===== src/rtl/sdram_port_arbiter.sv =====
// sdram_port_arbiter
//   Shares one full-page-burst SDRAM controller between a write stream
//   (capture FIFO) and a read stream (display FIFO). Each grant issues one
//   page burst. Each port keeps its own page counter, which wraps at the
//   frame size. The data buses pass straight through. Only the controller's
//   rw/rw_en/addr/ready handshake is arbitrated.
//
// Ports
//   clk, rst_n           controller clock, async active-low reset
//   wr_req               write FIFO holds a full burst
//   wr_frame_start       restart write page counter
//   wr_data / wr_data_rd write FIFO head word / pop strobe
//   rd_req               read FIFO has room for a full burst
//   rd_frame_start       restart read page counter
//   rd_data / rd_data_valid  word / push strobe to the read FIFO
//   wr_frame_done        pulse after the last page of a frame is written
//   rd_frame_done        pulse after the last page of a frame is read
//   busy                 burst in flight
//   grant_rd             current/last burst is a read
//   burst_err            sticky: a burst ended with the wrong beat count
//   c_*                  controller handshake and data
module sdram_port_arbiter #(
  parameter int BURST_LEN   = 512,
  parameter int FRAME_PAGES = 600,
  parameter int ADDR_W      = 15
) (
  input  logic              clk,
  input  logic              rst_n,
  input  logic              wr_req,
  input  logic              wr_frame_start,
  input  logic [15:0]       wr_data,
  output logic              wr_data_rd,
  input  logic              rd_req,
  input  logic              rd_frame_start,
  output logic [15:0]       rd_data,
  output logic              rd_data_valid,
  output logic              wr_frame_done,
  output logic              rd_frame_done,
  output logic              busy,
  output logic              grant_rd,
  output logic              burst_err,
  output logic              c_rw,
  output logic              c_rw_en,
  output logic [ADDR_W-1:0] c_addr,
  output logic [15:0]       c_f2s_data,
  input  logic              c_f2s_data_valid,
  input  logic [15:0]       c_s2f_data,
  input  logic              c_s2f_data_valid,
  input  logic              c_ready
);

  typedef enum logic [2:0] {S_ARB, S_ISSUE, S_WAIT_LOW, S_WAIT_HIGH, S_DONE} state_t;

  localparam logic [ADDR_W-1:0] LAST_PAGE = ADDR_W'(FRAME_PAGES - 1);
  localparam logic [9:0]        BEATS_EXP = 10'(BURST_LEN);

  state_t            r_state;
  logic [ADDR_W-1:0] r_wr_page;
  logic [ADDR_W-1:0] r_rd_page;
  logic              r_last_rd;
  logic              r_wr_restart;
  logic              r_rd_restart;
  logic [9:0]        r_beats;
  logic              r_c_rw;
  logic              r_c_rw_en;
  logic [ADDR_W-1:0] r_c_addr;
  logic              r_busy;
  logic              r_grant_rd;
  logic              r_wr_done;
  logic              r_rd_done;
  logic              r_err;

  logic              w_wr_active;
  logic              w_rd_active;
  logic              w_pick_rd;
  logic              w_beat;
  logic [ADDR_W-1:0] w_wr_page_eff;
  logic [ADDR_W-1:0] w_rd_page_eff;

  assign w_wr_active = r_busy & ~r_grant_rd;
  assign w_rd_active = r_busy &  r_grant_rd;
  // Read wins if it is alone, or if both request and the last grant was a write.
  assign w_pick_rd   = rd_req & (~wr_req | ~r_last_rd);
  assign w_beat      = (w_wr_active & c_f2s_data_valid) | (w_rd_active & c_s2f_data_valid);
  // A restart arriving in the same cycle as a grant must address page 0.
  assign w_wr_page_eff = wr_frame_start ? '0 : r_wr_page;
  assign w_rd_page_eff = rd_frame_start ? '0 : r_rd_page;

  assign c_f2s_data    = wr_data;
  assign wr_data_rd    = c_f2s_data_valid & w_wr_active;
  assign rd_data       = c_s2f_data;
  assign rd_data_valid = c_s2f_data_valid & w_rd_active;

  assign c_rw          = r_c_rw;
  assign c_rw_en       = r_c_rw_en;
  assign c_addr        = r_c_addr;
  assign busy          = r_busy;
  assign grant_rd      = r_grant_rd;
  assign wr_frame_done = r_wr_done;
  assign rd_frame_done = r_rd_done;
  assign burst_err     = r_err;

  always_ff @(posedge clk or negedge rst_n) begin
    if (!rst_n) begin
      r_state      <= S_ARB;
      r_wr_page    <= '0;
      r_rd_page    <= '0;
      r_last_rd    <= 1'b0;
      r_wr_restart <= 1'b0;
      r_rd_restart <= 1'b0;
      r_beats      <= '0;
      r_c_rw       <= 1'b0;
      r_c_rw_en    <= 1'b0;
      r_c_addr     <= '0;
      r_busy       <= 1'b0;
      r_grant_rd   <= 1'b0;
      r_wr_done    <= 1'b0;
      r_rd_done    <= 1'b0;
      r_err        <= 1'b0;
    end else begin
      r_c_rw_en <= 1'b0;
      r_wr_done <= 1'b0;
      r_rd_done <= 1'b0;

      case (r_state)
        S_ARB: begin
          if (c_ready && (rd_req || wr_req)) begin
            r_grant_rd <= w_pick_rd;
            r_c_rw     <= w_pick_rd;
            r_c_addr   <= w_pick_rd ? w_rd_page_eff : w_wr_page_eff;
            r_c_rw_en  <= 1'b1;
            r_busy     <= 1'b1;
            r_state    <= S_ISSUE;
          end
        end
        S_ISSUE:     r_state <= S_WAIT_LOW;
        // ready falling is the controller's acknowledge of the request
        S_WAIT_LOW:  if (!c_ready) r_state <= S_WAIT_HIGH;
        S_WAIT_HIGH: if (c_ready)  r_state <= S_DONE;
        S_DONE: begin
          if (r_beats != BEATS_EXP) r_err <= 1'b1;
          r_last_rd <= r_grant_rd;
          r_busy    <= 1'b0;
          r_state   <= S_ARB;
        end
        default: r_state <= S_ARB;
      endcase

      if (r_state == S_DONE)
        r_beats <= '0;
      else if (w_beat)
        r_beats <= r_beats + 10'd1;

      // Write page counter: restarts during a burst are deferred to DONE.
      if (w_wr_active) begin
        if (r_state == S_DONE) begin
          r_wr_restart <= 1'b0;
          if (r_wr_restart || wr_frame_start) begin
            r_wr_page <= '0;
          end else if (r_wr_page == LAST_PAGE) begin
            r_wr_page <= '0;
            r_wr_done <= 1'b1;
          end else begin
            r_wr_page <= r_wr_page + 1'b1;
          end
        end else if (wr_frame_start) begin
          r_wr_restart <= 1'b1;
        end
      end else if (wr_frame_start) begin
        r_wr_page <= '0;
      end

      // Read page counter: same scheme as the write side.
      if (w_rd_active) begin
        if (r_state == S_DONE) begin
          r_rd_restart <= 1'b0;
          if (r_rd_restart || rd_frame_start) begin
            r_rd_page <= '0;
          end else if (r_rd_page == LAST_PAGE) begin
            r_rd_page <= '0;
            r_rd_done <= 1'b1;
          end else begin
            r_rd_page <= r_rd_page + 1'b1;
          end
        end else if (rd_frame_start) begin
          r_rd_restart <= 1'b1;
        end
      end else if (rd_frame_start) begin
        r_rd_page <= '0;
      end
    end
  end

endmodule


===== config.mk =====
export PLATFORM = sky130hd
export DESIGN_NAME = sdram_port_arbiter
export DESIGN_NICKNAME = d
export VERILOG_FILES = /design/src/rtl/sdram_port_arbiter.sv
export SDC_FILE = /design/constraint.sdc
export NUM_CORES = 1
export LEC_CHECK = 0
export BUFFER_PORTS_ARGS = -buffer_cell sky130_fd_sc_hd__buf_2
export CORE_MARGIN = 1.5
export CORE_UTILIZATION = 30
export DETAILED_ROUTE_END_ITERATION = 6
export PLACE_DENSITY_LB_ADDON = 0.2
export SYNTH_ARGS = -nofsm -noshare
export SYNTH_HDL_FRONTEND = slang
export SYNTH_SLANG_ARGS = --single-unit

===== constraint.sdc =====
create_clock -name clk -period 1.9 [get_ports clk]
set_input_delay 0.475 -clock clk [delete_from_list [all_inputs] [get_ports clk]]
set_output_delay 0.475 -clock clk [all_outputs]
set_load 0.01 [all_outputs]

-- Word-level counts from Yosys, hierarchy flattened
Index checks and enable logic that the tools add are counted.
- logic and storage cells: 87
- memory bits (writable): 0
- memories kept: 0
- ROM bits: 0
- bits in latches: 0
- bits of input ports: 41
- register bits after elaboration: 67
- add/sub/neg operators: 3
- equality and inequality tests: 12
- reductions and logical operators: 15
- divide/modulo/power cells: 0
- $mul: 0
- magnitude comparators: 0
- bitwise logic cells: 10
- mux-type cells: 33
- shifts and indexed selects: 0
- operator list (kind ; count):
    2-to-1 mux 15 bit ; 11
    adder 15 x 1 -> 15 bit, second input constant ; 2
    == test 15 x 10 -> 1 bit, second input constant ; 2
    2-to-1 mux 10 bit ; 2
    2-to-1 mux 1 bit ; 15
    case mux 3 bit (4 select lines) ; 1
    adder 10 x 1 -> 10 bit, second input constant ; 1
    inequality test 10 bit, second input constant ; 1
    AND reduction 2 bit ; 5
    2-to-1 mux 3 bit ; 3
    nonzero test 2 bit ; 4
    == test 3 x 2 -> 1 bit, second input constant ; 2
    inequality test 2 bit, second input constant ; 3
    bitwise AND 1 bit ; 5
    inequality test 2 x 1 -> 1 bit, second input constant ; 2
    == test 3 x 1 -> 1 bit, second input constant ; 1
    == test 3 bit, second input constant ; 1
    zero test 3 bit ; 1
    logical OR 1 bit ; 3
    NOT 1 bit ; 3
    AND reduction 3 bit ; 1
    OR 1 bit ; 2
    case mux 1 bit (2 select lines) ; 1
    logical AND 1 bit ; 1

-- Longest topological paths before layout
Gate-level depths: netlist of run 1.
- depth after elaboration: 6
- gate-level depth with buffers: 7

-- Worst setup path after synthesis of run 1
OpenSTA, ideal clock, no wires.
- path kind: reg-to-reg
- from: register r_state[0]
- to: register r_wr_page[6]
- data required time: 1.818 ns
- arrival time: 1.689 ns
- slack: 0.129 ns
- cell stages (with the launch flop): 7
- cells stage by stage: dfrtp_1 -> or3b_1 -> buf_6 -> nor4b_4 -> buf_6 -> o211ai_1 -> a31oi_1
- longest elaborated chain between the ends: 2
- RTL lines (what ; RTL line ; RTL):
    start: declaration ; 57 ; state_t r_state;
    start signal: assignment ; 105 ; r_state <= S_ARB;
    start signal: assignment ; 133 ; r_state <= S_ISSUE;
    start signal: assignment ; 136 ; S_ISSUE: r_state <= S_WAIT_LOW;
    == test 3 bit ; 156 ; if (r_state == S_DONE) begin
    inequality test 2 x 1 -> 1 bit (no line) ; n/a ;
    end signal: assignment ; 164 ; r_wr_page <= r_wr_page + 1'b1;
    end: declaration ; 58 ; logic [ADDR_W-1:0] r_wr_page;
No other way between the ends.
A chain may end at the register's enable or synchronous reset.

-- Worst setup path in the final report of run 1
- from: register r_grant_rd (netlist: grant_rd)
- to: output port wr_data_rd
- longest elaborated chain between the ends: 3
- RTL lines (what ; RTL line ; RTL):
    start: declaration ; 68 ; logic r_grant_rd;
    start signal: assignment ; 128 ; r_grant_rd <= w_pick_rd;
    NOT 1 bit ; 80 ; assign w_wr_active = r_busy & ~r_grant_rd;
    bitwise AND 1 bit ; 80 ;
    bitwise AND 1 bit ; 90 ; assign wr_data_rd = c_f2s_data_valid & w_wr_active;
    end: declaration ; 32 ; output logic wr_data_rd,
No other way between the ends.

==> results of run 1 <==
## power groups by stage
| stage | clock network (mW) | registers (mW) | logic, mW |
|---|---|---|---|
| 6_report | 1.53 | 1.73 | 1.01 |
| 5_1_grt | 1.65 | 1.76 | 1.13 |
| 4_1_cts | 1.58 | 1.73 | 1.01 |
| 3_5_place_dp | 0 | 1.75 | 1.00 |
| 3_3_place_gp | 0 | 1.74 | 0.986 |
| 2_1_floorplan | 0 | 1.74 | 0.667 |
## timing repair
action,CTS,global route
gates resized for setup,2,8
endpoints found under the setup margin,2,11
gates cloned,0,1
## area by class of cell
class                           count  area [um^2]
Clock buffer                       14        264.0
Timing Repair Buffer               64        479.2
Multi-Input combinational cell    276         1728
Fill cell                        1278         7789
Sequential cell                    67         1679
Inverter                           14        52.55
Tap cell                          168        210.2
Clock inverter                      2        10.01
## kinds of logic (layout without fill, tap and decap cells)
logic type	Yosys count	in the layout	synth area share
AO/OA/AOI/OAI	106	106	0.1786
XOR/XNOR	6	6	0.01379
adder cells (fa/ha/maj)	4	4	0.01313
buffers and inverters	73	94	0.1136
flip-flops	67	67	0.4399
multiplexers	4	4	0.01116
AND/OR/NAND/NOR	156	156	0.2298
## per-layer routing
metal / wire (um) / global-route usage / vias up / share of wire
met5: 0 / 0 / - / 0
met4: 108 / 0.05691 / 0 / 0.011
met3: 395 / 0.04027 / 18 / 0.041
met2: 4318 / 0.2323 / 78 / 0.45
met1: 4773 / 0.2091 / 1527 / 0.50
li1: - / - / 1546 / -
## worst paths after layout
kind,start,end,slack (ps)
setup / recovery,grant_rd,wr_data_rd,80
hold / removal,rst_n,rd_frame_done,130
setup reg to reg,r_state[0],r_rd_page[9],80
hold reg to reg,burst_err,burst_err,450
max in group asynchronous,rst_n,grant_rd,1210
min in group clk,burst_err,burst_err,450
## layout by cell type, fill, tap and decap left out, drive strengths merged, types with 8 or more instances in the layout
master and n:
a22oi 14, dfrtp 67, buf 63, inv 14
o21ai 22, clkbuf 15, nand3 21, nand4 13
and3 8, a31oi 36, nor3 9, a21oi 10
nor2 10, nor4 10, nand2 45, nand3b 9
## flip-flops by register name, indices dropped and copies added, names as in the netlist
name,cells
r_last_rd,1
c_addr,15
r_beats,10
busy,1
r_rd_page,15
r_rd_restart,1
wr_frame_done,1
rd_frame_done,1
r_state,3
r_wr_restart,1
grant_rd,1
burst_err,1
r_wr_page,15
c_rw_en,1
## metrics by stage
step	power (mW)	setup WS, ps	hold slack, ps
6_report	4.276	76.23	126.0
5_1_grt	4.542	-31.56	151.8
4_1_cts	4.313	15.75	137.3
3_5_place_dp	2.750	-40.18	442.2
3_3_place_gp	2.723	33.47	448.7
2_1_floorplan	2.406	128.8	179.4
==> impl_metrics.env, run 1 <==
export IMPL_avgRoutedWirePerCell_um=15.86
export IMPL_synth_nets=461
export IMPL_num_rows=40
export IMPL_ant_nets=0
export IMPL_slowest_stage="dfrtp_2"
export IMPL_clockPowerShare=0.358
export IMPL_cts_hold_buf=0
export IMPL_track_usage=0.1526
export IMPL_nets=477
export IMPL_via_per_inst=5.238
export IMPL_worst_pin_slew_ps=655.1
export IMPL_cp_num_cells=4
export IMPL_grt_setup_unrepaired="true"
export IMPL_sequentialPowerShare=0.405
export IMPL_fin_setup_tns_ps=0
export IMPL_drt_iter0_drc=218
export IMPL_clock_path_buffers=2
export IMPL_cap_viol_max_count=0
export IMPL_place_congestion=0.7863
export IMPL_critical_path_required_ps=1420
export IMPL_async_flop_share=1.000
export IMPL_htree_levels=3
export IMPL_cp_top_family="flip-flops"
export IMPL_ios=97
export IMPL_avgSynthCellArea_um2=9.161
export IMPL_fin_crit_sh=0.9599
export IMPL_hold_viol=0
export IMPL_cts_buffers=9
export IMPL_coreArea_mm2=0.01221
export IMPL_criticalPathCategory="reg -> out"
export IMPL_clkTransAtPathRegs_ps=50
export IMPL_fin_cells=605
export IMPL_yosysWarnings=0
export IMPL_dr_pass1_iters=4
export IMPL_initial_core_util=0.3121
export IMPL_dp_hpwl_um=6844
export IMPL_crit_fanout=8
export IMPL_cp_arrival_ps=1350
export IMPL_stdcell_area_mm2=0.004423
export IMPL_synth_main_ff_cell="dfrtp_1"
export IMPL_end_kind="primary output"
export IMPL_cp_num_buf_inv=2
export IMPL_p_leak_nw=1.840
export IMPL_finalSetupViolations=0
export IMPL_grt_ovfl_total=0
export IMPL_yosys_top_cells_count="67 x dfrtp_1, 45 x nand2_1, 36 x a31oi_1"
export IMPL_grt_pass1_wl_um=15830
export IMPL_fp_dieH_um=115.7
export IMPL_yosys_area_top_type="dfrtp_1"
export IMPL_cts_setup_buffers=0
export IMPL_drive_above_1_share=0.2105
export IMPL_synth_edff_count=0
export IMPL_yosys_top_cells_area="dfrtp_1 44%, buf_4 6.9%, a31oi_1 5.9%, nand2_1 4.4%, a22oi_1 2.8%"
export IMPL_outcome="completed"
export IMPL_insertion_delay_ps=330
export IMPL_cts_sinks=67
export IMPL_syn_to_final_growth_pct=16.05
export IMPL_ys_seq_area_frac=0.4399
export IMPL_grt_start_max_net_pins=30
export IMPL_finClkSkew_ps=8.024
export IMPL_drc=0
export IMPL_netlist_area_leader_share=0.4399
export IMPL_routed_via_count=3169
export IMPL_utilization=0.3622
export IMPL_synth_most_common_cell="dfrtp_1"
export IMPL_num_antenna_cells=0
export IMPL_ys_types=50
export IMPL_combPwrFrac=0.237
export IMPL_power_density_mw_per_mm2=966.8
export IMPL_p_sw_mw=1.315
export IMPL_worstPathCellList="nor2b_2, buf_4, and2_1, buf_2"
export IMPL_worstRegToRegCells=6
export IMPL_drt_total_wl_um=9596
export IMPL_hp_class="in -> async"
export IMPL_startpoint_type="register"
export IMPL_drv_slew=0
export IMPL_period_needed_ps=1824
export IMPL_grt_pass1_vias=3045
export IMPL_dp_cells=588
export IMPL_cts_tree="done"
export IMPL_antenna_found_initial=0
export IMPL_root_buffer="clkbuf_16"
export IMPL_timing_fmax_mhz=548.3
export IMPL_relSlewSlack=0.5508
export IMPL_power_internal_mw=2.961
export IMPL_die_w_um=115.7
export IMPL_vdd_drop_max_mv=0.6234
export IMPL_syn_area_mm2=0.003811
export IMPL_critical_path_max_stage_delay_ps=460
export IMPL_syn_inst=416
export IMPL_placed_cell_area_mm2=0.004115
export IMPL_sw_frac_of_total=0.3075
export IMPL_fp_dieArea_mm2=0.01339
export IMPL_synth_ff_latch_count=67
export IMPL_io_buffers=32
(Power assumes the default switching activity.)
==> run 2, diff against run 1 <==
Settings changed: PLACE_DENSITY_LB_ADDON 0.2 to 0.08.
==> impl_metrics.env, run 2 (same netlist as run 1, synthesis figures left out) <==
export IMPL_outcome="completed"
export IMPL_clock_path_buffers=2
export IMPL_grt_pass1_wl_um=16650
export IMPL_dp_cells=591
export IMPL_place_congestion=0.7526
export IMPL_drive_above_1_share=0.2235
export IMPL_layout_setup_ws_ps=74.12
export IMPL_grt_setup_unrepaired="false"
export IMPL_coreArea_mm2=0.01221
export IMPL_dr_pass1_iters=4
export IMPL_hp_class="in -> async"
export IMPL_drc=0
export IMPL_drt_total_wl_um=10410
export IMPL_rrSetupSlack_ps=100
export IMPL_critical_path_required_ps=1420
export IMPL_cts_sinks=67
export IMPL_track_usage=0.1655
export IMPL_finClkSkew_ps=6.674
export IMPL_num_antenna_cells=0
export IMPL_cp_arrival_ps=1350
export IMPL_cts_tree="done"
export IMPL_timing_fmax_mhz=547.7
export IMPL_initial_core_util=0.3121
export IMPL_end_kind="primary output"
export IMPL_dp_slack_ps=-44.49
export IMPL_finalSetupViolations=0
export IMPL_timing_rr_end="r_rd_page[14]"
export IMPL_io_buffers=32
export IMPL_num_rows=40
export IMPL_htree_levels=3
export IMPL_nets=483
export IMPL_final_common_cell="dfrtp_1"
export IMPL_cts_buffers=9
export IMPL_fin_crit_sh=0.9610
export IMPL_vdd_drop_max_mv=0.6156
export IMPL_clkTransAtPathRegs_ps=60
export IMPL_root_buffer="clkbuf_16"
export IMPL_routed_via_count=3233
export IMPL_grt_pass1_vias=3012
export IMPL_via_per_inst=5.291
export IMPL_power_total_mw=4.341
export IMPL_crit_fanout=8
export IMPL_ios=97
export IMPL_worstRegToRegCells=6
export IMPL_grt_ovfl_total=0
export IMPL_die_w_um=115.7
export IMPL_ant_nets=0
export IMPL_mostFrequentLayoutCells="66 x dfrtp_1, 45 x nand2_1, 36 x a31oi_1"
export IMPL_period_needed_ps=1826
export IMPL_fin_cells=611
export IMPL_r2r_start="r_rd_page[1]"
export IMPL_fp_dieH_um=115.7
export IMPL_startpoint_type="register"
export IMPL_criticalPathCategory="reg -> out"
export IMPL_syn_to_final_growth_pct=16.35
export IMPL_avgRoutedWirePerCell_um=17.04
export IMPL_drv_slew=0
export IMPL_grt_start_max_net_pins=68
export IMPL_antenna_found_initial=0
export IMPL_hold_viol=0
export IMPL_insertion_delay_ps=340
export IMPL_cap_viol_max_count=0
export IMPL_relSlewSlack=0.3593
export IMPL_p_leak_nw=1.849
export IMPL_dp_hpwl_um=7102
export IMPL_worst_pin_slew_ps=957.5
export IMPL_fp_dieArea_mm2=0.01339
export IMPL_nFillCells=1279
export IMPL_drt_iter0_drc=232
export IMPL_cts_hold_buf=0
export IMPL_power_density_mw_per_mm2=979.0
## run 2: worst max-delay path by stage
stage,start,end,slack (ps),depth (start not counted)
floorplan,r_state[0],r_wr_page[6],130,6
global placement,r_state[0],r_wr_page[0],5,5
detailed placement,rd_req,c_addr[1],-40,5
CTS,grant_rd,wr_data_rd,7,4
global route,grant_rd,r_beats[7],2,5
finish,grant_rd,wr_data_rd,70,4
## run 2: layout make-up
cell class	instances	area, um^2	share of cell area
clock inverter	4	25.02	0.005643
tap	168	210.2	0.04740
timing repair buffer	70	486.7	0.1098
clock buffer	12	256.5	0.05784
sequential	67	1678	0.3784
multi-input combinational	276	1725	0.3891
inverter	14	52.55	0.01185
## run 2: critical path: stages, from the launching register on
cell     delay [ps]
dfrtp_2         460
nor2b_2         170
buf_6           140
and2_1          110
buf_2           120
## run 2: repair_timing
action                                  4_1_cts  5_1_grt
resized for setup                             2        5
endpoints found under the hold margin         0        0
endpoints found under the setup margin        1       11
setup buffers                                 0        4
pin swaps                                     0        1
## run 2: power breakdown
part           leakage, nW  switching, mW  total (mW)  internal [mW]
sequential           0.902          0.148        1.73           1.58
clock                0.135          0.628        1.58          0.950
combinational        0.812          0.594        1.04          0.442
total                 1.85           1.37        4.34           2.97
## run 2: metal layers
layer	track usage	vias up	part of all wire
met1	0.2343	1569	0.49
li1	-	1560	-
met3	0.05596	15	0.050
met2	0.2387	89	0.45
met5	0	-	0
met4	0.05122	0	0.015
## run 2: stage by stage
stage,cell area (um^2),TNS (ps),utilization,hold WS (ps)
after floorplan,3811,0,-,179.4
after global placement,4100,0,0.3358,452.0
after detailed placement,4100,-332.8,0.3358,462.2
after CTS,4385,0,0.3591,180.5
after global routing,4434,0,0.3631,179.5
final,4434,0,0.3631,161.5
==> run 3, diff against run 2 <==
Settings changed: GPL_TIMING_DRIVEN set to 0.
Clock period 1.9 ns to 1.7 ns, I/O delays scaled along.
==> impl_metrics.env, run 3 (same netlist as run 1, synthesis figures left out) <==
export IMPL_grt_ovfl_total=0
export IMPL_die_w_um=115.7
export IMPL_track_usage=0.1696
export IMPL_p_leak_nw=2.293
export IMPL_grt_pass1_wl_um=17550
export IMPL_power_density_mw_per_mm2=1022
export IMPL_relSlewSlack=0.5884
export IMPL_cp_arrival_ps=2040
export IMPL_syn_to_final_growth_pct=41.20
export IMPL_placed_cell_area_mm2=0.004379
export IMPL_finalSetupViolations=12
export IMPL_io_buffers=64
export IMPL_cts_tree="done"
export IMPL_antenna_found_initial=0
export IMPL_fin_crit_sh=1.055
export IMPL_met1_usage=0.2312
export IMPL_via_per_inst=5.156
export IMPL_top_usage_layer="met2"
export IMPL_drc=0
export IMPL_routed_via_count=3563
export IMPL_drt_iter0_drc=228
export IMPL_cts_buffers=9
export IMPL_drive_above_1_share=0.4264
export IMPL_met3_usage=0.03295
export IMPL_period_needed_ps=1793
export IMPL_crit_fanout=10
export IMPL_timing_fmax_mhz=557.7
export IMPL_criticalPathCategory="reg -> reg"
export IMPL_startpoint_type="register"
export IMPL_grt_setup_unrepaired="true"
export IMPL_end_kind="register"
export IMPL_fp_dieArea_mm2=0.01339
export IMPL_stdcell_area_mm2=0.005381
export IMPL_worst_pin_slew_ps=600.2
export IMPL_power_total_mw=5.498
export IMPL_hp_class="in -> reg"
export IMPL_coreArea_mm2=0.01221
export IMPL_timing_rr_end="r_wr_page[13]"
export IMPL_initial_core_util=0.3121
export IMPL_layout_setup_ws_ps=-92.97
export IMPL_num_rows=40
export IMPL_fp_dieH_um=115.7
export IMPL_nets=563
export IMPL_ios=97
export IMPL_root_buffer="clkbuf_16"
export IMPL_outcome="finished with violations"
export IMPL_final_common_cell="buf_2"
export IMPL_hold_viol=0
export IMPL_met2_usage=0.2671
export IMPL_htree_levels=3
export IMPL_worstRegToRegCells=7
export IMPL_drv_slew=0
export IMPL_grt_start_max_net_pins=45
export IMPL_cap_viol_max_count=0
export IMPL_mostFrequentLayoutCells="64 x buf_2, 61 x buf_4, 57 x dfrtp_1"
export IMPL_finClkSkew_ps=5.648
export IMPL_num_antenna_cells=0
export IMPL_clkTransAtPathRegs_ps=50
export IMPL_utilization=0.4407
export IMPL_cts_sinks=67
export IMPL_insertion_delay_ps=340
export IMPL_worst_hold_slack_ps=383.5
export IMPL_ant_nets=0
export IMPL_r2r_start="r_state[0]"
export IMPL_critical_path_required_ps=1950
export IMPL_crit_start="r_state[0]"
export IMPL_dp_slack_ps=-421.1
export IMPL_grt_pass1_vias=3362
export IMPL_rrSetupSlack_ps=-90
export IMPL_dp_hpwl_um=7396
export IMPL_dr_pass1_iters=4
export IMPL_vdd_drop_max_mv=0.7593
export IMPL_drt_total_wl_um=11090
export IMPL_clock_path_buffers=2
export IMPL_violations="setup timing"
export IMPL_place_congestion=0.7934
export IMPL_avgRoutedWirePerCell_um=16.05
export IMPL_crit_end="r_wr_page[13]"
run 3: worst min-delay path by stage:
stage	from	cells after the start	to	slack (ps)
3_3_place_gp	burst_err	1	burst_err	460
2_1_floorplan	rst_n	0	burst_err	130
6_report	wr_frame_start	2	wr_frame_done	380
3_5_place_dp	rst_n	1	rd_frame_done	360
4_1_cts	wr_frame_start	2	wr_frame_done	370
5_1_grt	wr_frame_start	2	wr_frame_done	400
run 3: metrics by stage:
stage | setup TNS, ps | cells
2_1_floorplan | -658.5 | 416
3_3_place_gp | -29930 | 648
3_5_place_dp | -13780 | 649
4_1_cts | -545.7 | 682
5_1_grt | -2657 | 691
6_report | -751.4 | 691
run 3: cell type report:
cell class	instances	area (um^2)
plain buffers	52	426.7
fillers	1216	6830
well taps	168	210.2
clock buffers	11	252.7
clock inverters	5	75.07
inverters	14	52.55
repair buffers	98	636.9
flip-flops and latches	67	1689
multi-input cells	276	2038
run 3: worst max-delay path, cell delays in order, from the launching register on:
cell and delay [ps]:
dfrtp_1 380, or3b_1 390, buf_6 150, nor4b_4 210, buf_6 170, buf_8 130, a41oi_1 90, a31oi_1 170
run 3: what timing repair did:
action | CTS | global route
endpoints found under the setup margin | 46 | 53
cloned | 3 | 2
hold buffers | 1 | 0
gates resized for setup | 38 | 70
buffers inserted | 19 | 8
hold endpoints to repair | 6 | 0
pin swaps | 6 | 21
run 3: where the power goes:
part / switching, mW / internal, mW
combinational: 0.801 / 0.693
clock: 0.714 / 1.36
sequential: 0.166 / 1.77
run 3: per-layer routing:
layer / wire length, um / up-vias / share of wire
li1: - / 1732 / -
met2: 5099 / 114 / 0.46
met5: 0 / - / 0
met1: 5270 / 1707 / 0.48
met4: 156 / 0 / 0.014
met3: 562 / 10 / 0.051
